===== src/rtl/clint_rtc_pkg.sv =====
// Shared types and constants for the CLINT RTC tick generator.
// CATCHUP_MAX and MISS_W are used only when CLINT_RTC_CATCHUP_EN is defined.
package clint_rtc_pkg;

  typedef enum logic {
    RUN  = 1'b0,
    HALT = 1'b1
  } rtc_state_e;

  localparam longint unsigned F_ACLK_HZ_DEF  = 64'd50_000_000;
  localparam longint unsigned F_MTIME_HZ_DEF = 64'd1_000_000;

  localparam int unsigned CATCHUP_MAX = 255;
  localparam int unsigned MISS_W      = $clog2(CATCHUP_MAX + 1);

  // Two overflows per mtime tick (rtc_o is a square wave), rounded to nearest.
  // Exact only while (2 * f_mtime_hz) << acc_width still fits in 64 bits.
  function automatic longint unsigned inc_default_calc(input longint unsigned f_aclk_hz,
                                                       input longint unsigned f_mtime_hz,
                                                       input int unsigned     acc_width);
    longint unsigned num;
    num = (64'd2 * f_mtime_hz) << acc_width;
    return (num + (f_aclk_hz / 64'd2)) / f_aclk_hz;
  endfunction

endpackage


===== src/rtl/clint_rtc_tick_gen_if.sv =====
// Increment/halt control and RTC outputs of the tick generator.
interface clint_rtc_tick_gen_if #(
  parameter int unsigned ACC_WIDTH = 32
);
  logic [ACC_WIDTH-1:0] inc_i;
  logic                 inc_valid_i;
  logic                 halt_i;
  logic                 rtc_o;
  logic                 tick_o;
  logic                 inc_pending_o;

  modport master (
    output inc_i, inc_valid_i, halt_i,
    input  rtc_o, tick_o, inc_pending_o
  );

  modport slave (
    input  inc_i, inc_valid_i, halt_i,
    output rtc_o, tick_o, inc_pending_o
  );
endinterface


===== src/rtl/clint_rtc_phase_acc.sv =====
// Phase accumulator with deferred increment reload.
// CLINT_RTC_CATCHUP_EN adds a shadow accumulator that keeps running while halted.
module clint_rtc_phase_acc #(
  parameter int unsigned          ACC_WIDTH   = 32,
  parameter logic [ACC_WIDTH-1:0] INC_DEFAULT = '0
) (
  input  logic                 aclk,
  input  logic                 areset,
  input  logic                 acc_en_i,
`ifdef CLINT_RTC_CATCHUP_EN
  input  logic                 shadow_init_i,
  input  logic                 shadow_en_i,
  input  logic                 shadow_commit_i,
  output logic                 shadow_carry_c,
`endif
  input  logic [ACC_WIDTH-1:0] inc_i,
  input  logic                 inc_valid_i,
  output logic                 carry_c,
  output logic                 inc_pending_o
);

  logic [ACC_WIDTH-1:0] acc_q, acc_d;
  logic [ACC_WIDTH-1:0] inc_q, inc_d;
  logic [ACC_WIDTH-1:0] inc_nxt_q, inc_nxt_d;
  logic                 inc_pending_q, inc_pending_d;
  logic [ACC_WIDTH:0]   sum_c;
`ifdef CLINT_RTC_CATCHUP_EN
  logic [ACC_WIDTH-1:0] shadow_q, shadow_d;
  logic [ACC_WIDTH:0]   shadow_sum_c;
`endif

  // Reload lands on an overflow, or at once when a zero increment would never overflow.
  always_comb begin : acc_comb
    acc_d         = acc_q;
    inc_d         = inc_q;
    inc_nxt_d     = inc_nxt_q;
    inc_pending_d = inc_pending_q;
    sum_c         = {1'b0, acc_q} + {1'b0, inc_q};
    carry_c       = acc_en_i & sum_c[ACC_WIDTH];
    if (acc_en_i) acc_d = sum_c[ACC_WIDTH-1:0];
    if (acc_en_i && inc_pending_q && (sum_c[ACC_WIDTH] || (inc_q == '0))) begin
      inc_d         = inc_nxt_q;
      inc_pending_d = 1'b0;
    end
    if (inc_valid_i) begin
      inc_nxt_d     = inc_i;
      inc_pending_d = 1'b1;
    end
`ifdef CLINT_RTC_CATCHUP_EN
    shadow_d       = shadow_q;
    shadow_sum_c   = {1'b0, shadow_q} + {1'b0, inc_q};
    shadow_carry_c = shadow_en_i & shadow_sum_c[ACC_WIDTH];
    if (shadow_init_i)    shadow_d = acc_q;
    else if (shadow_en_i) shadow_d = shadow_sum_c[ACC_WIDTH-1:0];
    if (shadow_commit_i)  acc_d    = shadow_sum_c[ACC_WIDTH-1:0];
`endif
  end

  always_ff @(posedge aclk) begin : acc_regs
    if (areset) begin
      acc_q         <= '0;
      inc_q         <= INC_DEFAULT;
      inc_nxt_q     <= '0;
      inc_pending_q <= 1'b0;
`ifdef CLINT_RTC_CATCHUP_EN
      shadow_q      <= '0;
`endif
    end else begin
      acc_q         <= acc_d;
      inc_q         <= inc_d;
      inc_nxt_q     <= inc_nxt_d;
      inc_pending_q <= inc_pending_d;
`ifdef CLINT_RTC_CATCHUP_EN
      shadow_q      <= shadow_d;
`endif
    end
  end

  assign inc_pending_o = inc_pending_q;

endmodule


===== src/rtl/clint_rtc_tick_gen.sv =====
// RTC toggle generator for the CLINT: fractional divider, halt freeze and tick pulse.
// CLINT_RTC_CATCHUP_EN replays overflows missed during halt after release.
module clint_rtc_tick_gen
  import clint_rtc_pkg::*;
#(
  parameter int unsigned          ACC_WIDTH   = 32,
  parameter logic [ACC_WIDTH-1:0] INC_DEFAULT =
    ACC_WIDTH'(inc_default_calc(F_ACLK_HZ_DEF, F_MTIME_HZ_DEF, ACC_WIDTH))
) (
  input  logic                 aclk,
  input  logic                 areset,
  clint_rtc_tick_gen_if.slave  bus
);

  rtc_state_e state_q, state_d;
  logic       acc_en_c;
  logic       carry_c;
  logic       toggle_c;
  logic       rtc_q, rtc_d;
  logic       tick_q, tick_d;
`ifdef CLINT_RTC_CATCHUP_EN
  logic              shadow_init_c, shadow_en_c, shadow_commit_c, shadow_carry_c;
  logic              catchup_c, force_c, cnt_up_c;
  logic [MISS_W-1:0] miss_q, miss_d;
  logic              cu_phase_q, cu_phase_d;
`endif

  always_ff @(posedge aclk) begin : state_reg
    if (areset) state_q <= RUN;
    else        state_q <= state_d;
  end

  always_comb begin : next_state
    state_d = state_q;
    case (state_q)
      RUN:     if (bus.halt_i)  state_d = HALT;
      HALT:    if (!bus.halt_i) state_d = RUN;
      default: state_d = RUN;
    endcase
  end

  // The add is suppressed on the halt-entry edge and on the halt-exit edge.
  always_comb begin : fsm_out
    acc_en_c        = (state_q == RUN) && !bus.halt_i;
`ifdef CLINT_RTC_CATCHUP_EN
    shadow_init_c   = (state_q == RUN) && bus.halt_i;
    shadow_en_c     = (state_q == HALT);
    shadow_commit_c = (state_q == HALT) && !bus.halt_i;
`endif
  end

  clint_rtc_phase_acc #(
    .ACC_WIDTH   (ACC_WIDTH),
    .INC_DEFAULT (INC_DEFAULT)
  ) u_phase_acc (
    .aclk            (aclk),
    .areset          (areset),
    .acc_en_i        (acc_en_c),
`ifdef CLINT_RTC_CATCHUP_EN
    .shadow_init_i   (shadow_init_c),
    .shadow_en_i     (shadow_en_c),
    .shadow_commit_i (shadow_commit_c),
    .shadow_carry_c  (shadow_carry_c),
`endif
    .inc_i           (bus.inc_i),
    .inc_valid_i     (bus.inc_valid_i),
    .carry_c         (carry_c),
    .inc_pending_o   (bus.inc_pending_o)
  );

  always_comb begin : rtc_comb
    toggle_c = carry_c;
`ifdef CLINT_RTC_CATCHUP_EN
    // While misses are owed, live overflows join the backlog and edges come every other cycle.
    catchup_c  = (miss_q != '0);
    force_c    = acc_en_c & catchup_c & cu_phase_q;
    cnt_up_c   = shadow_carry_c | (carry_c & catchup_c);
    toggle_c   = force_c | (carry_c & ~catchup_c);
    cu_phase_d = catchup_c & (cu_phase_q ^ acc_en_c);
    miss_d     = miss_q;
    if (cnt_up_c && !force_c) begin
      if (miss_q != MISS_W'(CATCHUP_MAX)) miss_d = miss_q + MISS_W'(1);
    end else if (force_c && !cnt_up_c) begin
      miss_d = miss_q - MISS_W'(1);
    end
`endif
    rtc_d  = rtc_q ^ toggle_c;
    tick_d = toggle_c & ~rtc_q;
  end

  always_ff @(posedge aclk) begin : rtc_regs
    if (areset) begin
      rtc_q      <= 1'b0;
      tick_q     <= 1'b0;
`ifdef CLINT_RTC_CATCHUP_EN
      miss_q     <= '0;
      cu_phase_q <= 1'b0;
`endif
    end else begin
      rtc_q      <= rtc_d;
      tick_q     <= tick_d;
`ifdef CLINT_RTC_CATCHUP_EN
      miss_q     <= miss_d;
      cu_phase_q <= cu_phase_d;
`endif
    end
  end

  assign bus.rtc_o  = rtc_q;
  assign bus.tick_o = tick_q;

endmodule


===== src/flat_wrapper.sv =====
// flat-port wrapper written by rule: the top's interface ports become plain ports
module clint_rtc_tick_gen_flat import clint_rtc_pkg::*;
#(
  parameter int unsigned          ACC_WIDTH   = 32,
  parameter logic [ACC_WIDTH-1:0] INC_DEFAULT =
    ACC_WIDTH'(inc_default_calc(F_ACLK_HZ_DEF, F_MTIME_HZ_DEF, ACC_WIDTH))
)
  (aclk, areset, bus_inc_i, bus_inc_valid_i, bus_halt_i, bus_rtc_o, bus_tick_o, bus_inc_pending_o);
  clint_rtc_tick_gen_if #(.ACC_WIDTH(ACC_WIDTH)) bus_i ();
  input  logic aclk;
  input  logic areset;
  input wire logic [$bits(bus_i.inc_i)-1:0] bus_inc_i;
  input wire logic [$bits(bus_i.inc_valid_i)-1:0] bus_inc_valid_i;
  input wire logic [$bits(bus_i.halt_i)-1:0] bus_halt_i;
  output wire logic [$bits(bus_i.rtc_o)-1:0] bus_rtc_o;
  output wire logic [$bits(bus_i.tick_o)-1:0] bus_tick_o;
  output wire logic [$bits(bus_i.inc_pending_o)-1:0] bus_inc_pending_o;
  assign bus_i.inc_i = bus_inc_i;
  assign bus_i.inc_valid_i = bus_inc_valid_i;
  assign bus_i.halt_i = bus_halt_i;
  assign bus_rtc_o = bus_i.rtc_o;
  assign bus_tick_o = bus_i.tick_o;
  assign bus_inc_pending_o = bus_i.inc_pending_o;
  clint_rtc_tick_gen #(.ACC_WIDTH(ACC_WIDTH), .INC_DEFAULT(INC_DEFAULT)) u_core (.aclk(aclk), .areset(areset), .bus(bus_i));
endmodule

===== config.mk =====
export PLATFORM = sky130hd
export DESIGN_NAME = clint_rtc_tick_gen_flat
export DESIGN_NICKNAME = d
export VERILOG_FILES = /design/src/rtl/clint_rtc_pkg.sv /design/src/rtl/clint_rtc_tick_gen_if.sv /design/src/rtl/clint_rtc_phase_acc.sv /design/src/rtl/clint_rtc_tick_gen.sv /design/src/flat_wrapper.sv
export SDC_FILE = /design/constraint.sdc
export NUM_CORES = 1
export LEC_CHECK = 0
export ABC_CLOCK_PERIOD_IN_PS = 3200
export BUFFER_PORTS_ARGS = -buffer_cell sky130_fd_sc_hd__buf_2
export CAP_MARGIN = 20
export CORE_MARGIN = 3
export CORE_UTILIZATION = 61
export CTS_CLUSTER_DIAMETER = 50
export DETAILED_ROUTE_END_ITERATION = 8
export PLACE_DENSITY = 0.81
export SYNTH_ARGS = -nofsm -noshare
export SYNTH_HDL_FRONTEND = slang
export SYNTH_SLANG_ARGS = --single-unit
export TNS_END_PERCENT = 5

===== constraint.sdc =====
create_clock -name aclk -period 3.2 [get_ports aclk]
set_input_delay 0.64 -clock aclk [delete_from_list [all_inputs] [get_ports aclk]]
set_output_delay 0.64 -clock aclk [all_outputs]
set_load 0.005 [all_outputs]

==> results.cfg, run 1 <==
[final_layout]
antenna_cells = 0
areaGrowthSynthToFinish_pct = 6.35
final_common_cell = dfxtp_1
nets = 722
utilization = 0.686
instances_no_fill = 762
drive_gt1_frac = 0.107
most-common-layout-cells = 100 x dfxtp_1, 85 x nor2_1, 60 x a21oi_1, 56 x nand2_1, 56 x mux2i_1

[route]
met2_length_um = 5980
dr.pass1.iters = 4
met3WireLength_um = 751
wl_per_cell_um = 16.9
via_count = 4764
met1Wirelength_um = 5960
first_iter_violations = 295
top_layer = met4
drt-total-wl_um = 12900
drc = 0
vias_per_cell = 6.25
antenna_left = 0

[yosys]
yosysSeqAreaShare = 0.367
synthCells = 639
syn_nets = 709
synth_top_area_share = 0.367
synth_edf_count = 0
ys_ff_latch = 100
synth_area_per_cell_um2 = 8.54
async_flop_share = 0
yosysTopAreaCell = dfxtp_1
netlist_area_um2 = 5460
synth_area_leaders = dfxtp_1 37%, mux2i_1 10%, ha_1 7.6%, nor2_1 5.9%, a21oi_1 5.5%
yosysUniqueCellTypes = 59
ys_warn_count = 0
yosys_most_used_dff = dfxtp_1

[worst_setup_path]
cp.arrival_ps = 3170
crit_fanout = 46
r2r_end = u_core.u_phase_acc.inc_q[5]
crit_type = reg -> reg
cp-start-kind = register
reg2reg_from = u_core.u_phase_acc.inc_q[0]
reg2reg_depth = 10
regToRegSetupSlack_ps = 270
cp-end-kind = register
cp.required_ps = 3430

[cts]
clk_pin_slew_ps = 110
cts_sinks = 100
cts-resized-gates = 0
cts-hold-fix-buffers = 0
clk-insertion-delay-late_ps = 370
tritoncts = built
clockRootBuffer = clkbuf_8
htree_levels = 3
clockBufferDepth = 2
post_cts_buffers = 0
numCtsBuffers = 9

[min_path]
hold_path.class = reg -> reg
hp-start = u_core.u_phase_acc.acc_q[3]
whs_path_depth = 2
whs_endpoint = u_core.u_phase_acc.acc_q[3]

[floorplanning]
rows = 33
start_util = 0.645
die-width_um = 101
fp.dieArea_um2 = 10100
core_area_um2 = 8460
ios = 39
die_h_um = 101

[sta]
period_share = 0.917
skew_ps = 11.8
fin_crit_ps = 2930
tightest_slew_ps = 977
rsz0062_at_grt = no
slew_headroom = 0.349
fin_setup_tns_ps = 0
setup_viol_count_final = 0
fmax_mhz = 341
slew_viol_final = 0
hold_viol = 0

[power]
p_per_area_nw_per_um2 = 439
leakagePower_nw = 2.47
ir_worst_vdd_mv = 0.377

[global_routing]
grt_max_degree = 80
grt_pass1_wl_um = 21800
grt_usage = 0.263
grt_antenna_before_repair = 0
grt_pass1_vias = 4606
grt_remaining_overflow = 0

[placed_design]
dp_cells = 746
dp_hpwl_um = 9320
io_buffers = 38
globalplace.congestion = 1.01

[status]
status = completed

[flow_run]
drv_cap = 0
[synth_stat cells, drive strengths merged (2+ instances only)]
cell type and count:
a2111o 3, o211ai 5, or3 4, a31oi 10, nor4 9, and3 4, nand4 12, a211oi 6
o21a 7, nor4b 2, o21ai 17, a32oi 2, o32ai 2, xor2 5, nand3 15, and2 3
ha 33, nor2b 7, nor2 86, and4 4, or2 3, o21bai 5, a21oi 61, nand2b 2
o311ai 2, or4 4, dfxtp 100, a21o 16, xnor2 13, nand2 56, o22ai 4, nor3 21
a31o 2, buf 16, inv 5, clkbuf 24, o31ai 2, mux2i 56, a41o 3
[through the flow]
| step | hold slack (ps) | area (um2) | worst slack (ps) | total power, mW |
|---|---|---|---|---|
| floorplan | 436 | 5460 | 790 | 1.69 |
| global placement | 444 | 5620 | 472 | 1.78 |
| detailed placement | 453 | 5620 | 360 | 1.79 |
| CTS | 466 | 5810 | 321 | 2.56 |
| global route | 493 | 5810 | 32.7 | 2.67 |
| finish | 466 | 5810 | 266 | 2.55 |
[per-layer routing]
metal	vias to the layer above	GRT usage
li1	2340	-
met5	-	0
met2	137	0.426
met1	2271	0.366
met4	0	0.0725
met3	16	0.0388
[state kept, by name, summed over array words and instances, names as in the netlist]
name	cells
u_core.u_phase_acc.inc_q	32
u_core.bus.rtc_o	1
u_core.u_phase_acc.inc_pending_o	1
u_core.u_phase_acc.acc_q	32
u_core.bus.tick_o	1
u_core.u_phase_acc.inc_nxt_q	32
u_core.state_q	1
[logic make-up (layout without fill, tap and decap cells)]
family,after synthesis,in the layout,synth area share
buffers and inverters,45,63,0.0413
muxes,56,56,0.103
DFF,100,100,0.367
adders and majority gates,34,34,0.0793
AOI/OAI and AO/OA,151,151,0.179
xor gates and xnor gates,18,18,0.0289
and+or+nand+nor,235,235,0.203
[power breakdown]
group,internal [mW],switching (mW)
clock,0.298,0.476
sequential,1.30,0.0341
combinational,0.174,0.268
[worst max-delay path by stage]
stage                                            start                            to  slack (ps)  cells past startpoint
after floorplan            u_core.u_phase_acc.acc_q[0]  u_core.u_phase_acc.inc_q[15]         790                     11
after global placement    u_core.u_phase_acc.inc_q[17]   u_core.u_phase_acc.inc_q[0]         470                      9
after detailed placement   u_core.u_phase_acc.inc_q[0]   u_core.u_phase_acc.inc_q[5]         360                     10
after CTS                  u_core.u_phase_acc.inc_q[0]   u_core.u_phase_acc.inc_q[5]         320                     10
after global routing       u_core.u_phase_acc.inc_q[0]  u_core.u_phase_acc.inc_q[19]          30                     10
final                      u_core.u_phase_acc.inc_q[0]   u_core.u_phase_acc.inc_q[5]         270                     10
[final cells by class]
class	instances	area (um2)
Fill cell	664	2660
Sequential cell	100	2000
Timing Repair Buffer	42	223
Clock inverter	6	53.8
Clock buffer	10	128
Multi-Input combinational cell	494	3250
Tap cell	105	131
Inverter	5	18.8
[worst max-delay path, stage by stage (launching register included)]
cell      delay [ps]
dfxtp_1          350
ha_1             210
fa_1             430
a211oi_1         250
o21a_1           290
a21oi_2          130
o211ai_1         370
a31oi_4          120
buf_4            310
nor3_1           240
a21oi_1           60
(Power assumes the default switching activity.)
==> run 2: changes to the inputs <==
Settings changed: SKIP_CTS_REPAIR_TIMING set to 1, SYNTH_HIERARCHICAL set to 1.
==> run 2 against run 1 <==
Setup slack improved by 110 ps. Cell count is 2.8% lower. Register-to-register slack better by 110 ps. Global-route usage is 2.0 points lower. Wire length decreased by 9.5%. Synthesized cell count down 5.0%. Critical path depth is 1 lower. Clock power rose by 4.3%. Largest cell class unchanged.
==> results.cfg, run 2 <==
[status]
status = completed

[worst_setup_path]
cp.required_ps = 3470
crit_type = reg -> reg
cp.arrival_ps = 3090
cp-start-kind = register
reg2reg_from = u_core/u_phase_acc/inc_q[0]
r2r_end = u_core/u_phase_acc/acc_q[22]
crit_fanout = 5
startpoint = u_core/u_phase_acc/inc_q[0]
setup.worst_path.end = u_core/u_phase_acc/acc_q[22]
regToRegSetupSlack_ps = 370
cp-end-kind = register
reg2reg_depth = 9

[cts]
clk-insertion-delay-late_ps = 370
clockBufferDepth = 2
clockRootBuffer = clkbuf_8
tritoncts = built
cts_sinks = 100
htree_levels = 3
numCtsBuffers = 9
clk_pin_slew_ps = 100

[route]
wl_per_cell_um = 15.7
via_count = 4519
antenna_left = 0
drc = 0
drt-total-wl_um = 11600
vias_per_cell = 6.10
dr.pass1.iters = 5
first_iter_violations = 286

[global_routing]
busiest_layer = met2
grt_pass1_vias = 4327
grtUsageMet3 = 0.0452
grt_antenna_before_repair = 0
grt_usage = 0.243
grt_pass1_wl_um = 19800
grt_remaining_overflow = 0
met1_usage = 0.334
grt_max_degree = 59
grt_use_met2 = 0.383

[floorplanning]
fp.dieArea_um2 = 9980
die-width_um = 99.9
rows = 33
start_util = 0.642
core_area_um2 = 8380
die_h_um = 99.9
ios = 39

[final_layout]
reg_top3 = u_core/u_phase_acc/acc_q (32), u_core/u_phase_acc/inc_nxt_q (32), u_core/u_phase_acc/inc_q (32)
drive_gt1_frac = 0.105
final_common_cell = dfxtp_1
antenna_cells = 0
most-common-layout-cells = 100 x dfxtp_1, 94 x nor2_1, 80 x mux2i_1, 63 x nand2_1, 38 x buf_2
nets = 701
areaGrowthSynthToFinish_pct = 8.07
instances_no_fill = 741

[power]
leakagePower_nw = 2.48
p_per_area_nw_per_um2 = 440
power_mw = 2.56
ir_worst_vdd_mv = 0.376

[sta]
fin_crit_ps = 2830
tightest_slew_ps = 926
skew_ps = 11.3
setup_viol_count_final = 0
rsz0062_at_grt = no
slew_viol_final = 0
whs_ps = 468
hold_viol = 0
slew_headroom = 0.383
fin_setup_tns_ps = 0
fmax_mhz = 354
period_share = 0.884

[min_path]
hold_path.class = reg -> reg

[yosys]
synth_area_per_cell_um2 = 8.86
synth_top_area_share = 0.372
synth_commonest_cells = 100 x dfxtp_1, 95 x nor2_1, 80 x mux2i_1, 63 x nand2_1, 33 x ha_1
async_flop_share = 0
yosysUniqueCellTypes = 58
syn_nets = 677
yosysSeqAreaShare = 0.372
synthCells = 607
ys_warn_count = 6
yosysTopAreaCell = dfxtp_1
ys_ff_latch = 100
synth_most_common_cell = dfxtp_1
netlist_area_um2 = 5380
synth_area_leaders = dfxtp_1 37%, mux2i_1 15%, ha_1 7.7%, nor2_1 6.6%, nand2_1 4.4%
synth_edf_count = 0
yosys_most_used_dff = dfxtp_1

[flow_run]
drv_cap = 0

[placed_design]
dp_hpwl_um = 8510
io_buffers = 38
globalplace.congestion = 0.906
dp_cells = 725
run 2: changes by cell type in the layout (fill, tap and decap cells not counted), moves of 4 or more:
cell and delta:
a21o_1 -4, a21oi_1 -34, a22o_1 +4, mux2i_1 +24, nand2_1 +7, nand3_1 -6
nand4_1 -4, nor2_1 +9, nor2b_1 -4, nor3_1 -12, o21ai_0 +7, o21ai_1 -4
xor2_1 +5
run 2: layout make-up:
type	count	area (um2)
clock inverters	6	60.1
fillers	627	2570
well taps	105	131
inverters	7	26.3
repair buffers	44	248
multi-input cells	469	3210
clock buffers	10	138
flip-flops and latches	100	2000
run 2: worst max-delay path: stages, from the launching register on:
cell       delay [ps]
dfxtp_1           360
ha_1              220
fa_1              250
a211oi_1          100
o211ai_1          200
nand3b_1          200
a2111oi_0         660
o22ai_1           220
or4_1             430
o311ai_0          100
run 2: where the power goes:
part	leakage [nW]	switching [mW]	total (mW)	internal, mW
clock network	0.104	0.477	0.806	0.329
registers	0.817	0.0317	1.33	1.30
logic	1.56	0.244	0.420	0.176
total	2.48	0.753	2.56	1.80
run 2: worst min-delay path by stage:
stage,from,end,cells past startpoint
after floorplan,u_core/u_phase_acc/inc_nxt_q[0],u_core/u_phase_acc/inc_q[0],2
after global placement,u_core/u_phase_acc/inc_nxt_q[17],u_core/u_phase_acc/inc_q[17],2
after detailed placement,u_core/u_phase_acc/inc_nxt_q[3],u_core/u_phase_acc/inc_q[3],2
after CTS,u_core/u_phase_acc/inc_nxt_q[3],u_core/u_phase_acc/inc_q[3],2
after global routing,u_core/u_phase_acc/inc_nxt_q[9],u_core/u_phase_acc/inc_q[9],2
final,u_core/u_phase_acc/inc_nxt_q[3],u_core/u_phase_acc/inc_q[3],2
run 2: cell families after synthesis:
logic type	Yosys count	share of synthesized area
AO/OA/AOI/OAI	117	0.155
XOR/XNOR	21	0.0342
adder cells (fa/ha/maj)	34	0.0805
buffers and inverters	38	0.0321
flip-flops	100	0.372
multiplexers	80	0.149
AND/OR/NAND/NOR	217	0.177
run 2: metal layers:
metal / vias to the layer above / wire [um] / share of wire
li1: 2247 / - / -
met1: 2113 / 5600 / 0.48
met2: 137 / 5140 / 0.44
met3: 22 / 667 / 0.057
met4: 0 / 235 / 0.020
met5: - / 0 / 0
run 2: per-stage QoR:
| step | area (um2) | worst slack, ps | util |
|---|---|---|---|
| floorplan | 5380 | 645 | - |
| global placement | 5620 | 506 | 0.670 |
| detailed placement | 5620 | 434 | 0.670 |
| CTS | 5810 | 425 | 0.694 |
| global route | 5810 | 243 | 0.694 |
| finish | 5810 | 373 | 0.694 |
